$ cat config.mk
export PLATFORM = sky130hd
export DESIGN_NAME = mcse_ipid_collector
export DESIGN_NICKNAME = d
export VERILOG_FILES = /design/src/rtl/mcse_ipid_collector.sv
export SDC_FILE = /design/constraint.sdc
export NUM_CORES = 1
export LEC_CHECK = 0
export CORE_AREA = 4 4 268 270
export DETAILED_ROUTE_END_ITERATION = 6
export DIE_AREA = 0 0 272 274
export DONT_BUFFER_PORTS = 1
export PLACE_DENSITY = 0.47
export SLEW_MARGIN = 20
export SYNTH_ARGS = -nofsm -noshare
export SYNTH_HDL_FRONTEND = slang
export SYNTH_SLANG_ARGS = --single-unit
$ cat constraint.sdc
create_clock -name clk -period 2.4 [get_ports clk]
set_input_delay 0.36 -clock clk [delete_from_list [all_inputs] [get_ports clk]]
set_output_delay 0.36 -clock clk [all_outputs]
set_load 0.02 [all_outputs]
$ cat src/rtl/mcse_ipid_collector.sv
// mcse_ipid_collector
// Walks every IP index in turn, raises a trigger towards the GPIO host and
// receives a framed burst (header, payload words, trailer). Each good payload
// is packed MSB-first into one IP ID and written to the secure-boot IP ID
// register file. Bad or silent frames are retried a bounded number of times
// before the run is aborted with the failing IP index reported.
module mcse_ipid_collector #(
  parameter int                NUM_IPS      = 16,
  parameter int                WORDS_PER_IP = 16,
  parameter int                WORD_W       = 16,
  parameter int                ID_W         = 256,
  parameter logic [WORD_W-1:0] HDR          = 16'h7A7A,
  parameter logic [WORD_W-1:0] TRL          = 16'hB9B9,
  parameter int                TIMEOUT_CYC  = 1024,
  parameter int                MAX_RETRIES  = 3,
  localparam int               AW           = (NUM_IPS > 1) ? $clog2(NUM_IPS) : 1
) (
  input  logic              clk,
  input  logic              rst,
  input  logic              start,
  output logic              ip_trigger,
  output logic [AW-1:0]     ip_addr,
  input  logic              ip_valid,
  input  logic [WORD_W-1:0] ip_data,
  output logic              ipid_wr_en,
  output logic [AW-1:0]     ipid_wr_addr,
  output logic [ID_W-1:0]   ipid_wr_data,
  output logic              busy,
  output logic              done,
  output logic              error,
  output logic [AW-1:0]     err_ip
);

  // Counter widths derived from the parameters.
  localparam int CW = (WORDS_PER_IP > 1) ? $clog2(WORDS_PER_IP) : 1;
  localparam int TW = (TIMEOUT_CYC > 1) ? $clog2(TIMEOUT_CYC) : 1;
  localparam int RW = (MAX_RETRIES > 0) ? $clog2(MAX_RETRIES + 1) : 1;

  // Terminal counts, sized to their counters.
  localparam logic [AW-1:0] ADDR_LAST  = AW'(NUM_IPS - 1);
  localparam logic [CW-1:0] WORD_LAST  = CW'(WORDS_PER_IP - 1);
  localparam logic [TW-1:0] TMO_LAST   = TW'(TIMEOUT_CYC - 1);
  localparam logic [RW-1:0] RETRY_MAX  = RW'(MAX_RETRIES);
  localparam logic [AW-1:0] ADDR_ONE   = AW'(1);
  localparam logic [CW-1:0] WORD_ONE   = CW'(1);
  localparam logic [TW-1:0] TMO_ONE    = TW'(1);
  localparam logic [RW-1:0] RETRY_ONE  = RW'(1);

  // FSM state encoding.
  localparam logic [3:0] ST_IDLE  = 4'd0;
  localparam logic [3:0] ST_TRIG  = 4'd1;
  localparam logic [3:0] ST_HDR   = 4'd2;
  localparam logic [3:0] ST_DATA  = 4'd3;
  localparam logic [3:0] ST_TRL   = 4'd4;
  localparam logic [3:0] ST_WR    = 4'd5;
  localparam logic [3:0] ST_REL   = 4'd6;
  localparam logic [3:0] ST_FIN   = 4'd7;
  localparam logic [3:0] ST_RETRY = 4'd8;
  localparam logic [3:0] ST_ERR   = 4'd9;

  // Registered state and outputs (_r) and their next values (_s).
  logic [3:0]      state_r,   state_s;
  logic [AW-1:0]   addr_r,    addr_s;
  logic [RW-1:0]   retry_r,   retry_s;
  logic [TW-1:0]   tmo_r,     tmo_s;
  logic [CW-1:0]   cnt_r,     cnt_s;
  logic [ID_W-1:0] shift_r,   shift_s;
  logic            trig_r,    trig_s;
  logic            wr_en_r,   wr_en_s;
  logic [AW-1:0]   wr_addr_r, wr_addr_s;
  logic [ID_W-1:0] wr_data_r, wr_data_s;
  logic            busy_r,    busy_s;
  logic            done_r,    done_s;
  logic            error_r,   error_s;
  logic [AW-1:0]   err_ip_r,  err_ip_s;

  // Append one payload word at the LSB end; after a full frame the first
  // received word ends up in the most significant slot.
  function automatic logic [ID_W-1:0] push_word(input logic [ID_W-1:0] acc,
                                                input logic [WORD_W-1:0] w);
    return {acc[ID_W-WORD_W-1:0], w};
  endfunction

  // A host word counts only when frame-valid is high and it matches exactly.
  function automatic logic word_is(input logic vld, input logic [WORD_W-1:0] w,
                                   input logic [WORD_W-1:0] ref_w);
    return vld && (w == ref_w);
  endfunction

  // Next-state and next-output logic for the collection sequencer.
  always_comb begin
    state_s   = state_r;
    addr_s    = addr_r;
    retry_s   = retry_r;
    tmo_s     = tmo_r;
    cnt_s     = cnt_r;
    shift_s   = shift_r;
    trig_s    = trig_r;
    wr_en_s   = 1'b0;
    wr_addr_s = wr_addr_r;
    wr_data_s = wr_data_r;
    busy_s    = busy_r;
    done_s    = 1'b0;
    error_s   = error_r;
    err_ip_s  = err_ip_r;

    case (state_r)
      ST_IDLE: begin
        trig_s = 1'b0;
        if (start) begin
          busy_s   = 1'b1;
          addr_s   = {AW{1'b0}};
          retry_s  = {RW{1'b0}};
          error_s  = 1'b0;
          err_ip_s = {AW{1'b0}};
          state_s  = ST_TRIG;
        end else begin
          state_s = ST_IDLE;
        end
      end

      // Never raise the trigger while the host still presents a frame.
      ST_TRIG: begin
        if (ip_valid) begin
          state_s = ST_TRIG;
        end else begin
          trig_s  = 1'b1;
          tmo_s   = {TW{1'b0}};
          state_s = ST_HDR;
        end
      end

      // Skip junk until the header; give up after the timeout window.
      ST_HDR: begin
        if (word_is(ip_valid, ip_data, HDR)) begin
          cnt_s   = {CW{1'b0}};
          shift_s = {ID_W{1'b0}};
          state_s = ST_DATA;
        end else if (tmo_r == TMO_LAST) begin
          trig_s  = 1'b0;
          state_s = ST_RETRY;
        end else begin
          tmo_s = tmo_r + TMO_ONE;
        end
      end

      // Payload must arrive back-to-back; a gap is a broken frame.
      ST_DATA: begin
        if (ip_valid) begin
          shift_s = push_word(shift_r, ip_data);
          if (cnt_r == WORD_LAST) begin
            state_s = ST_TRL;
          end else begin
            cnt_s = cnt_r + WORD_ONE;
          end
        end else begin
          trig_s  = 1'b0;
          state_s = ST_RETRY;
        end
      end

      // Trailer check; a good trailer launches the register-file write.
      ST_TRL: begin
        trig_s = 1'b0;
        if (word_is(ip_valid, ip_data, TRL)) begin
          wr_en_s   = 1'b1;
          wr_addr_s = addr_r;
          wr_data_s = shift_r;
          state_s   = ST_WR;
        end else begin
          state_s = ST_RETRY;
        end
      end

      ST_WR: begin
        state_s = ST_REL;
      end

      // Wait for the host to release the frame before moving on.
      ST_REL: begin
        if (!ip_valid) begin
          if (addr_r == ADDR_LAST) begin
            done_s  = 1'b1;
            busy_s  = 1'b0;
            state_s = ST_FIN;
          end else begin
            addr_s  = addr_r + ADDR_ONE;
            retry_s = {RW{1'b0}};
            state_s = ST_TRIG;
          end
        end else begin
          state_s = ST_REL;
        end
      end

      ST_FIN: begin
        state_s = ST_IDLE;
      end

      // Drop the partial ID and either re-request the same IP or abort.
      ST_RETRY: begin
        trig_s  = 1'b0;
        shift_s = {ID_W{1'b0}};
        if (!ip_valid) begin
          if (retry_r < RETRY_MAX) begin
            retry_s = retry_r + RETRY_ONE;
            state_s = ST_TRIG;
          end else begin
            error_s  = 1'b1;
            err_ip_s = addr_r;
            busy_s   = 1'b0;
            state_s  = ST_ERR;
          end
        end else begin
          state_s = ST_RETRY;
        end
      end

      ST_ERR: begin
        state_s = ST_IDLE;
      end

      default: begin
        trig_s  = 1'b0;
        busy_s  = 1'b0;
        state_s = ST_IDLE;
      end
    endcase
  end

  // State, counter and output registers with synchronous reset.
  always_ff @(posedge clk) begin
    if (rst) begin
      state_r   <= ST_IDLE;
      addr_r    <= {AW{1'b0}};
      retry_r   <= {RW{1'b0}};
      tmo_r     <= {TW{1'b0}};
      cnt_r     <= {CW{1'b0}};
      shift_r   <= {ID_W{1'b0}};
      trig_r    <= 1'b0;
      wr_en_r   <= 1'b0;
      wr_addr_r <= {AW{1'b0}};
      wr_data_r <= {ID_W{1'b0}};
      busy_r    <= 1'b0;
      done_r    <= 1'b0;
      error_r   <= 1'b0;
      err_ip_r  <= {AW{1'b0}};
    end else begin
      state_r   <= state_s;
      addr_r    <= addr_s;
      retry_r   <= retry_s;
      tmo_r     <= tmo_s;
      cnt_r     <= cnt_s;
      shift_r   <= shift_s;
      trig_r    <= trig_s;
      wr_en_r   <= wr_en_s;
      wr_addr_r <= wr_addr_s;
      wr_data_r <= wr_data_s;
      busy_r    <= busy_s;
      done_r    <= done_s;
      error_r   <= error_s;
      err_ip_r  <= err_ip_s;
    end
  end

  assign ip_trigger   = trig_r;
  assign ip_addr      = addr_r;
  assign ipid_wr_en   = wr_en_r;
  assign ipid_wr_addr = wr_addr_r;
  assign ipid_wr_data = wr_data_r;
  assign busy         = busy_r;
  assign done         = done_r;
  assign error        = error_r;
  assign err_ip       = err_ip_r;

endmodule

==> Word level (Yosys, flattened, before mapping) <==
Cells that the tools add are included.
W data, S select, Z words.
{ "totals": {"regBits": 549, "latchBits": 0, "mem_bits_rw": 0, "mem_bits_ro": 0, "input_bits": 20, "output_inout_bits": 273, "wordCells": 130, "memories": 0} }
{ "classes": {"addsub": 4, "n_mul": 0, "n_div": 0, "magnitude_cmp": 1, "n_eq_ne": 31, "shift": 0, "n_mux": 53, "bitwise_logic": 4, "n_reduce_logical": 23} }
{ "ops": {"columns": ["operator", "n"], "rows": [
  ["$pmux W256 S3", 1],
  ["$mux W256", 2],
  ["$mux W4", 16],
  ["$pmux W4 S8", 1],
  ["$mux W10", 3],
  ["$ne A2 B2 Y1 const B", 15],
  ["$pmux W4 S2", 3],
  ["$pmux W10 S2", 1],
  ["$eq A16 B15 Y1 const B", 1],
  ["$eq A16 B16 Y1 const B", 1],
  ["$eq A4 B3 Y1 const B", 4],
  ["$eq A4 B4 Y1 const B", 4],
  ["$reduce_and A4 Y1", 4],
  ["$mux W1", 15],
  ["$mux W2", 6],
  ["$reduce_and A6 Y1", 2],
  ["$add A10 B1 Y10 const B", 1],
  ["$eq A10 B10 Y1 const B", 1],
  ["$add A4 B1 Y4 const B", 2],
  ["$eq A4 B2 Y1 const B", 2],
  ["$pmux W1 S4", 2],
  ["$reduce_bool A2 Y1", 4],
  ["$reduce_or A7 Y1", 1],
  ["$ne A3 B3 Y1 const B", 2],
  ["16 further kinds", 22]
]} }

==> Depth between registers and ports, before layout <==
Gate-level depths: netlist (run 1).
{ "logic_depth": {"ltp_word": 4, "depth_mapped": 9} }

==> Worst setup path after synthesis (run 1) <==
Ideal clock, no wire load.
{ "synth_timing": {"path_type": "flip-flop to flip-flop", "from": "register state_r[2]", "to": "register tmo_r[2]", "setup_ns": 0.135, "arrival_ns": 1.857, "t_required_ns": 2.265, "path_slack_ns": 0.409, "path_stages_with_launch": 9, "path_buffers": 3, "cell_sequence": "dfxtp_1 > buf_6 > or4b_4 > buf_6 > a31oi_1 > a311oi_1 > buf_2 > o311ai_0 > o21ai_0"} }
{ "synth_via": {"elab_chain_len": 3} }
{ "synth_lines": {"columns": ["item", "line", "source"], "rows": [
  ["from (decl)", "62", "logic [3:0] state_r, state_s;"],
  ["from (signal assigned)", "249", "state_r <= state_s;"],
  ["$eq A4 B2 Y1 / $eq A4 B1 Y1 (equally long branches)", "107", "case (state_r)"],
  ["$ne A2 B2 Y1 (no source line) / $reduce_bool A2 Y1 (equally long branches)", null, null],
  ["$reduce_and A4 Y1 (no source line)", null, null],
  ["to (signal assigned)", "237", "tmo_r <= {TW{1'b0}};"],
  ["to (signal assigned)", "252", "tmo_r <= tmo_s;"],
  ["to (decl)", "65", "logic [TW-1:0] tmo_r, tmo_s;"]
]} }
Several ways; a longest one is shown, not always the timed one.
A chain may end at the register's enable or synchronous reset.

==> Final worst setup path (run 1) <==
{ "layout_timing": {"from": "register state_r[1]", "to": "register wr_data_r[24], in the netlist ipid_wr_data[24]"} }
{ "layout_via": {"elab_chain_len": 2} }
{ "layout_lines": {"columns": ["item", "line", "source"], "rows": [
  ["$eq A4 B3 Y1", "107", null],
  ["$reduce_and A2 Y1 (no source line)", null, null],
  ["to (signal assigned)", "243", "wr_data_r <= {ID_W{1'b0}};"],
  ["to (signal assigned)", "258", "wr_data_r <= wr_data_s;"],
  ["to (decl)", "71", "logic [ID_W-1:0] wr_data_r, wr_data_s;"]
]} }
Every way passes these cells.

==> out/metrics.yaml, run 1 <==
drt:
  via_count: 16404
  ant_nets: 0
  wirelength_mm: 61.9
  wire_per_inst_um: 17.8
  dr.pass1.iters: 7
  drc: 0
  viasPerCell: 4.73
  drt_first_iter_violations: 997
critical_path:
  critPathLaunchType: "register"
  cp_max_fo: 23
  path_class: "reg -> reg"
  cp_slowest_cell: "dlygate4sd3_1"
  required_ns: 2.89
  path_cells: "buf_4, nor2_1, and3_1, nand4_1, buf_4, buf_12, buf_4, nand2_1, a21oi_1, dlygate4sd3_1"
  crit_path_end_kind: "register"
  critPathBufInv: 5
  r2r_slack_ns: 0.07
  path_delay_family: "buffers and inverters"
  rr_startpoint: "state_r[1]"
  critPathMostFrequentCell: "buf_4"
  reg2reg_depth: 10
  cpPeakStageDelay_ns: 0.57
  r2r-end: "ipid_wr_data[24]"
  arrival_ns: 2.82
cts:
  cts.htree.levels: 2
  cts-root-buf: "clkbuf_16"
  clock-sinks: 549
  cts-buffers-inserted: 60
  cts_tree: "done"
  clock_latency_ns: 0.61
  clkTransAtPathRegs_ns: 0.06
  cts_max_path_buffers: 3
power:
  power_switching_share_pct: 21.4
  p_seq_share_pct: 45.9
  combPwrFrac_pct: 3.5
  p_int_mw: 15.7
  clkPwrFrac_pct: 50.6
  leakage_nw: 9.72
  power.total_mw: 19.9
  vdd_drop_max_mv: 0.481
  switching_power_mw: 4.26
  p_per_area_mw_per_mm2: 807
sta:
  max-slew-margin-rel_pct: 51.4
  fin_crit_sh_pct: 97.3
  hold_slack_ns: -0.174
  hold_viol_final: 147
  slew_viol_final: 0
  clock_skew_ns: 0.0182
  setup_viol: 0
  fin_crit_ns: 2.33
  max_freq_mhz: 428
  tightest_slew_ns: 0.721
min_path:
  hold-path-endpoint: "ipid_wr_data[51]"
  min_from: "rst"
  hold_class: "in -> reg"
  holdPathStages: 1
placement:
  gp_congestion: 0.776
  dp_hpwl_mm: 41.9
  port_buffers: 0
  placed_cells: 3312
  placed_area_mm2: 0.0221
yosys:
  synth_compound_area_share_pct: 8.57
  synth_edf_count: 0
  netlist_instances: 2480
  synthFlopType: "dfxtp_1"
  synthArstFlopShare_pct: 0
  ys_types: 55
  synth_top_family_by_area: "simple AND/OR/NAND/NOR gates"
  syn_area_mm2: 0.0207
  avgSynthCellArea_um2: 8.36
  ys_seq_area_share_pct: 53.0
  synthAdderAreaFrac_pct: 0.241
  synth_nets: 2504
  ys_warn_count: 0
  synthXorXnorAreaFrac_pct: 0.0422
  synth-simple-area-share_pct: 21.6
  synthMuxAreaShare_pct: 12.5
  ys_ff_latch: 549
global_routing:
  grt_usage_pct: 15.8
  first_global_vias: 15918
  grt_pass1_wl_mm: 94.2
  overflow: 0
  antenna_found_initial: 1
  grt_start_max_net_pins: 289
die:
  ios: 293
  die_y_um: 274
  core_area_mm2: 0.0695
  row_count: 97
  die_width_um: 272
  dieArea_mm2: 0.0745
  initial_core_util_pct: 29.8
run_status:
  run_status: "finished with violations"
  violations: "hold timing"
cells_and_area:
  num_antenna_cells: 0
  final_area_mm2: 0.0247
  final_cell_mix: "nand2_1 (1045), dfxtp_1 (546), a21oi_1 (278)"
  area_growth_pct: 19.2
  drive_gt1_share_pct: 8.11
  layout_commonest_cell: "nand2_1"
  fin_nets: 2503
  final_cells: 3467
run:
  max_cap_viol_count: 0
[per-stage QoR]
stage                     util, %  hold WS, ns  TNS [ns]  setup WS (ns)
after global placement       31.7        0.444         0          0.220
after CTS                    35.4       -0.203         0         0.0172
final                        35.5       -0.174         0         0.0656
after floorplan                 -        0.432         0          0.409
after global routing         35.5       -0.218   -0.0664        -0.0213
after detailed placement     31.7        0.451         0          0.147
[routing by layer]
layer,global-route usage [%],up-vias,routed length (um)
met5,0,-,0
met4,4.46,0,1600
met3,3.52,102,3280
met2,26.7,370,29900
met1,20.3,7819,27100
li1,-,8113,-
[cell type report]
cell class,count,area [um^2]
clock buffers,84,1790
clock inverters,26,404
fillers,7181,44800
inverters,6,30.0
multi-input cells,1736,8940
flip-flops and latches,549,11000
well taps,940,1180
repair buffers,126,1380
[kinds of logic (layout without fill, tap and decap cells)]
group / after synthesis / in the layout
AO/OA/AOI/OAI: 331 / 331
XOR/XNOR: 1 / 1
adder cells (fa/ha/maj): 4 / 4
buffers and inverters: 195 / 242
flip-flops: 549 / 549
multiplexers: 260 / 260
AND/OR/NAND/NOR: 1140 / 1140
[worst max path at each step]
stage | startpoint | to | cells past startpoint
after floorplan | state_r[2] | tmo_r[2] | 8
after global placement | state_r[0] | shift_r[14] | 7
after detailed placement | state_r[1] | tmo_r[8] | 6
after CTS | state_r[0] | ipid_wr_en | 7
after global routing | state_r[0] | ipid_wr_data[25] | 9
final | state_r[1] | ipid_wr_data[24] | 10
[sequential cells by signal (all words and copies together) (netlist names)]
name	count
err_ip	4
tmo_r	10
ip_addr	4
busy	1
ipid_wr_data	256
ipid_wr_addr	4
error	1
cnt_r	4
state_r	4
ip_trigger	1
ipid_wr_en	1
done	1
shift_r	256
retry_r	2
[power groups by stage]
stage	Sequential [mW]	Clock, mW	Combinational (mW)
3_3_place_gp	9.36	0	0.656
6_report	9.16	10.1	0.696
5_1_grt	9.15	10.7	0.742
2_1_floorplan	9.34	0	0.557
4_1_cts	9.16	10.4	0.699
3_5_place_dp	9.36	0	0.662
[synth_stat cells, types with 2 or more instances]
| master | n | area share, % |
|---|---|---|
| a21o_1 | 2 | 0.072 |
| a21oi_1 | 278 | 6.7 |
| a22oi_1 | 4 | 0.14 |
| a311oi_1 | 2 | 0.084 |
| a31oi_1 | 7 | 0.21 |
| and3_1 | 7 | 0.21 |
| and4_1 | 5 | 0.21 |
| buf_2 | 55 | 1.3 |
| buf_4 | 4 | 0.14 |
| buf_6 | 2 | 0.11 |
| clkbuf_1 | 128 | 2.3 |
| dfxtp_1 | 549 | 53 |
| ha_1 | 4 | 0.24 |
| inv_1 | 5 | 0.090 |
| mux2i_1 | 260 | 13 |
| nand2_1 | 1045 | 19 |
| nand2b_1 | 4 | 0.12 |
| nand3_1 | 13 | 0.31 |
| nand4b_1 | 2 | 0.084 |
| nand4bb_1 | 2 | 0.11 |
| nor2_1 | 29 | 0.52 |
| nor2b_1 | 3 | 0.090 |
| nor3_1 | 10 | 0.24 |
| nor4_1 | 2 | 0.060 |
| o21a_1 | 2 | 0.072 |
| o21ai_0 | 13 | 0.31 |
| o311ai_0 | 5 | 0.21 |
| o31ai_1 | 2 | 0.072 |
| o32ai_1 | 3 | 0.13 |
| o41ai_1 | 2 | 0.084 |
| or2_2 | 3 | 0.090 |
| or3_1 | 4 | 0.12 |
| or3b_2 | 2 | 0.084 |
[timing repair]
action,in CTS,in global routing
setup buffers,0,2
hold buffers,37,5
setup endpoints to repair,0,15
endpoints found under the hold margin,298,247
resized for setup,0,4
Note: power is estimated with default switching activity, not from simulation.
==> run 2: changes to the inputs <==
--- a/config.mk
+++ b/config.mk
@@ -9,7 +9,7 @@
 export DETAILED_ROUTE_END_ITERATION = 6
 export DIE_AREA = 0 0 272 274
 export DONT_BUFFER_PORTS = 1
-export PLACE_DENSITY = 0.47
+export PLACE_DENSITY = 0.52
 export SLEW_MARGIN = 20
 export SYNTH_ARGS = -nofsm -noshare
 export SYNTH_HDL_FRONTEND = slang
==> constraint.sdc (replaced) <==
create_clock -name clk -period 2.4 [get_ports clk]
set_input_delay 0.24 -clock clk [delete_from_list [all_inputs] [get_ports clk]]
set_output_delay 0.24 -clock clk [all_outputs]
set_load 0.02 [all_outputs]
==> run 2 against run 1 <==
  * The flow still finishes with violations (hold timing)
  * Sequential share of layout area grew 0.16 points
  * Non-clock buffer count is 3 lower
  * Final cell count hardly changed
==> out/metrics.yaml, run 2 (synthesis results as in run 1) <==
run_status:
  run_status: "finished with violations"
  violations: "hold timing"
cells_and_area:
  area_growth_pct: 18.7
  fin_nets: 2500
  final_cell_mix: "nand2_1 (1045), dfxtp_1 (547), a21oi_1 (278)"
  final-seq-area_mm2: 0.0110
  multi_input_area_mm2: 0.00896
  drive_gt1_share_pct: 8.08
  nFillCells: 7134
  num_antenna_cells: 0
  layout_commonest_cell: "nand2_1"
critical_path:
  reg2reg_depth: 7
  crit_start: "state_r[3]"
  path_cells: "nor2_2, and3_1, and4_4, buf_4, nand2_1, a21oi_1, dlygate4sd3_1"
  required_ns: 2.94
  cp_slowest_cell: "dlygate4sd3_1"
  path_delay_family: "simple AND/OR/NAND/NOR gates"
  critPathBufInv: 2
  arrival_ns: 2.84
  path_class: "reg -> reg"
  path_depth: 7
  cpPeakStageDelay_ns: 0.57
  crit_path_end_kind: "register"
  critPathLaunchType: "register"
  rr_startpoint: "state_r[3]"
  cp_max_fo: 14
cts:
  cts-buffers-inserted: 60
  clkTransAtPathRegs_ns: 0.06
  cts_tree: "done"
  cts_max_path_buffers: 3
  cts-root-buf: "clkbuf_16"
  cts.htree.levels: 2
  clock-sinks: 549
  clock_latency_ns: 0.62
power:
  p_seq_share_pct: 46.9
  switching_power_mw: 4.24
  p_int_mw: 15.3
  leakage_nw: 9.65
  clkPwrFrac_pct: 49.5
  p_per_area_mw_per_mm2: 792
  vdd_drop_max_mv: 0.540
  power_switching_share_pct: 21.7
  power.total_mw: 19.5
  combPwrFrac_pct: 3.6
sta:
  tightest_slew_ns: 0.741
  fin_crit_sh_pct: 95.7
  slew_viol_final: 0
  hold_slack_ns: -0.272
  hold_viol_final: 208
  fin_crit_ns: 2.30
  final.setup.tns_ns: 0
  clock_skew_ns: 0.0341
  setup_viol: 0
  rsz0062_at_grt: "no"
  max-slew-margin-rel_pct: 50.6
  max_freq_mhz: 435
die:
  ios: 293
  die_y_um: 274
  dieArea_mm2: 0.0745
  core_area_mm2: 0.0695
  initial_core_util_pct: 29.8
  row_count: 97
  die_width_um: 272
drt:
  viasPerCell: 4.76
  drt_first_iter_violations: 1201
  wire_per_inst_um: 17.6
  dr.pass1.iters: 5
  ant_nets: 0
  wirelength_mm: 60.9
  drc: 0
  via_count: 16482
placement:
  port_buffers: 0
  gp_congestion: 0.805
  dp_hpwl_mm: 40.6
min_path:
  min_from: "rst"
  hold_class: "in -> reg"
  holdPathStages: 1
global_routing:
  grt_pass1_wl_mm: 92.4
  overflow: 0
  grt_start_max_net_pins: 289
  first_global_vias: 16194
  grt_usage_pct: 15.3
  antenna_found_initial: 1
run:
  max_cap_viol_count: 0
[run 2: repair_timing]
item	in CTS	in global routing
setup endpoints to repair	0	14
hold buffers	40	4
resized for setup	0	9
buffers inserted	0	1
hold endpoints to repair	320	265
[run 2: layer usage]
metal	up-vias	track usage, %	part of all wire, %
met5	-	0	0
met3	117	3.86	6.5
met1	7850	18.8	42
met2	425	26.1	48
li1	8090	-	-
met4	0	5.06	3.1
[run 2: per-stage QoR]
stage / utilization, % / std cells / setup slack [ns] / hold slack (ns) / instance area (um^2)
2_1_floorplan: - / 2480 / 0.409 / 0.379 / 20700
6_report: 35.4 / 3466 / 0.103 / -0.272 / 24600
5_1_grt: 35.4 / 3466 / 0.00616 / -0.320 / 24600
3_5_place_dp: 31.6 / 3307 / 0.200 / 0.335 / 22000
3_3_place_gp: 31.6 / 3307 / 0.0635 / 0.332 / 22000
4_1_cts: 35.3 / 3459 / 0.0199 / -0.322 / 24500
[run 2: worst reg2reg max path, stage by stage, from the launching register on]
cell,delay [ns]
dfxtp_1,0.38
nor2_2,0.26
and3_1,0.26
and4_4,0.29
buf_4,0.22
nand2_1,0.10
a21oi_1,0.15
dlygate4sd3_1,0.57
[run 2: final cells by class]
type,count,area share [%]
sequential,549,44.6
clock inverter,25,1.24
multi-input combinational,1736,36.4
clock buffer,87,7.33
timing repair buffer,123,5.51
tap,940,4.78
inverter,6,0.122
[run 2: worst paths after layout]
kind	to	slack [ns]
worst max-delay path	ipid_wr_data[8]	0.10
worst min-delay path	ipid_wr_data[15]	-0.27
worst max register to register	ipid_wr_data[8]	0.10
worst min register to register	ipid_wr_data[207]	0.45
[run 2: power groups by stage]
stage               Combinational [mW]  Clock [mW]  Sequential, mW
floorplan                        0.557           0            9.34
global placement                 0.629           0            9.36
detailed placement               0.639           0            9.36
CTS                              0.690        9.94            9.16
global route                     0.738        10.3            9.16
finish                           0.694        9.66            9.16
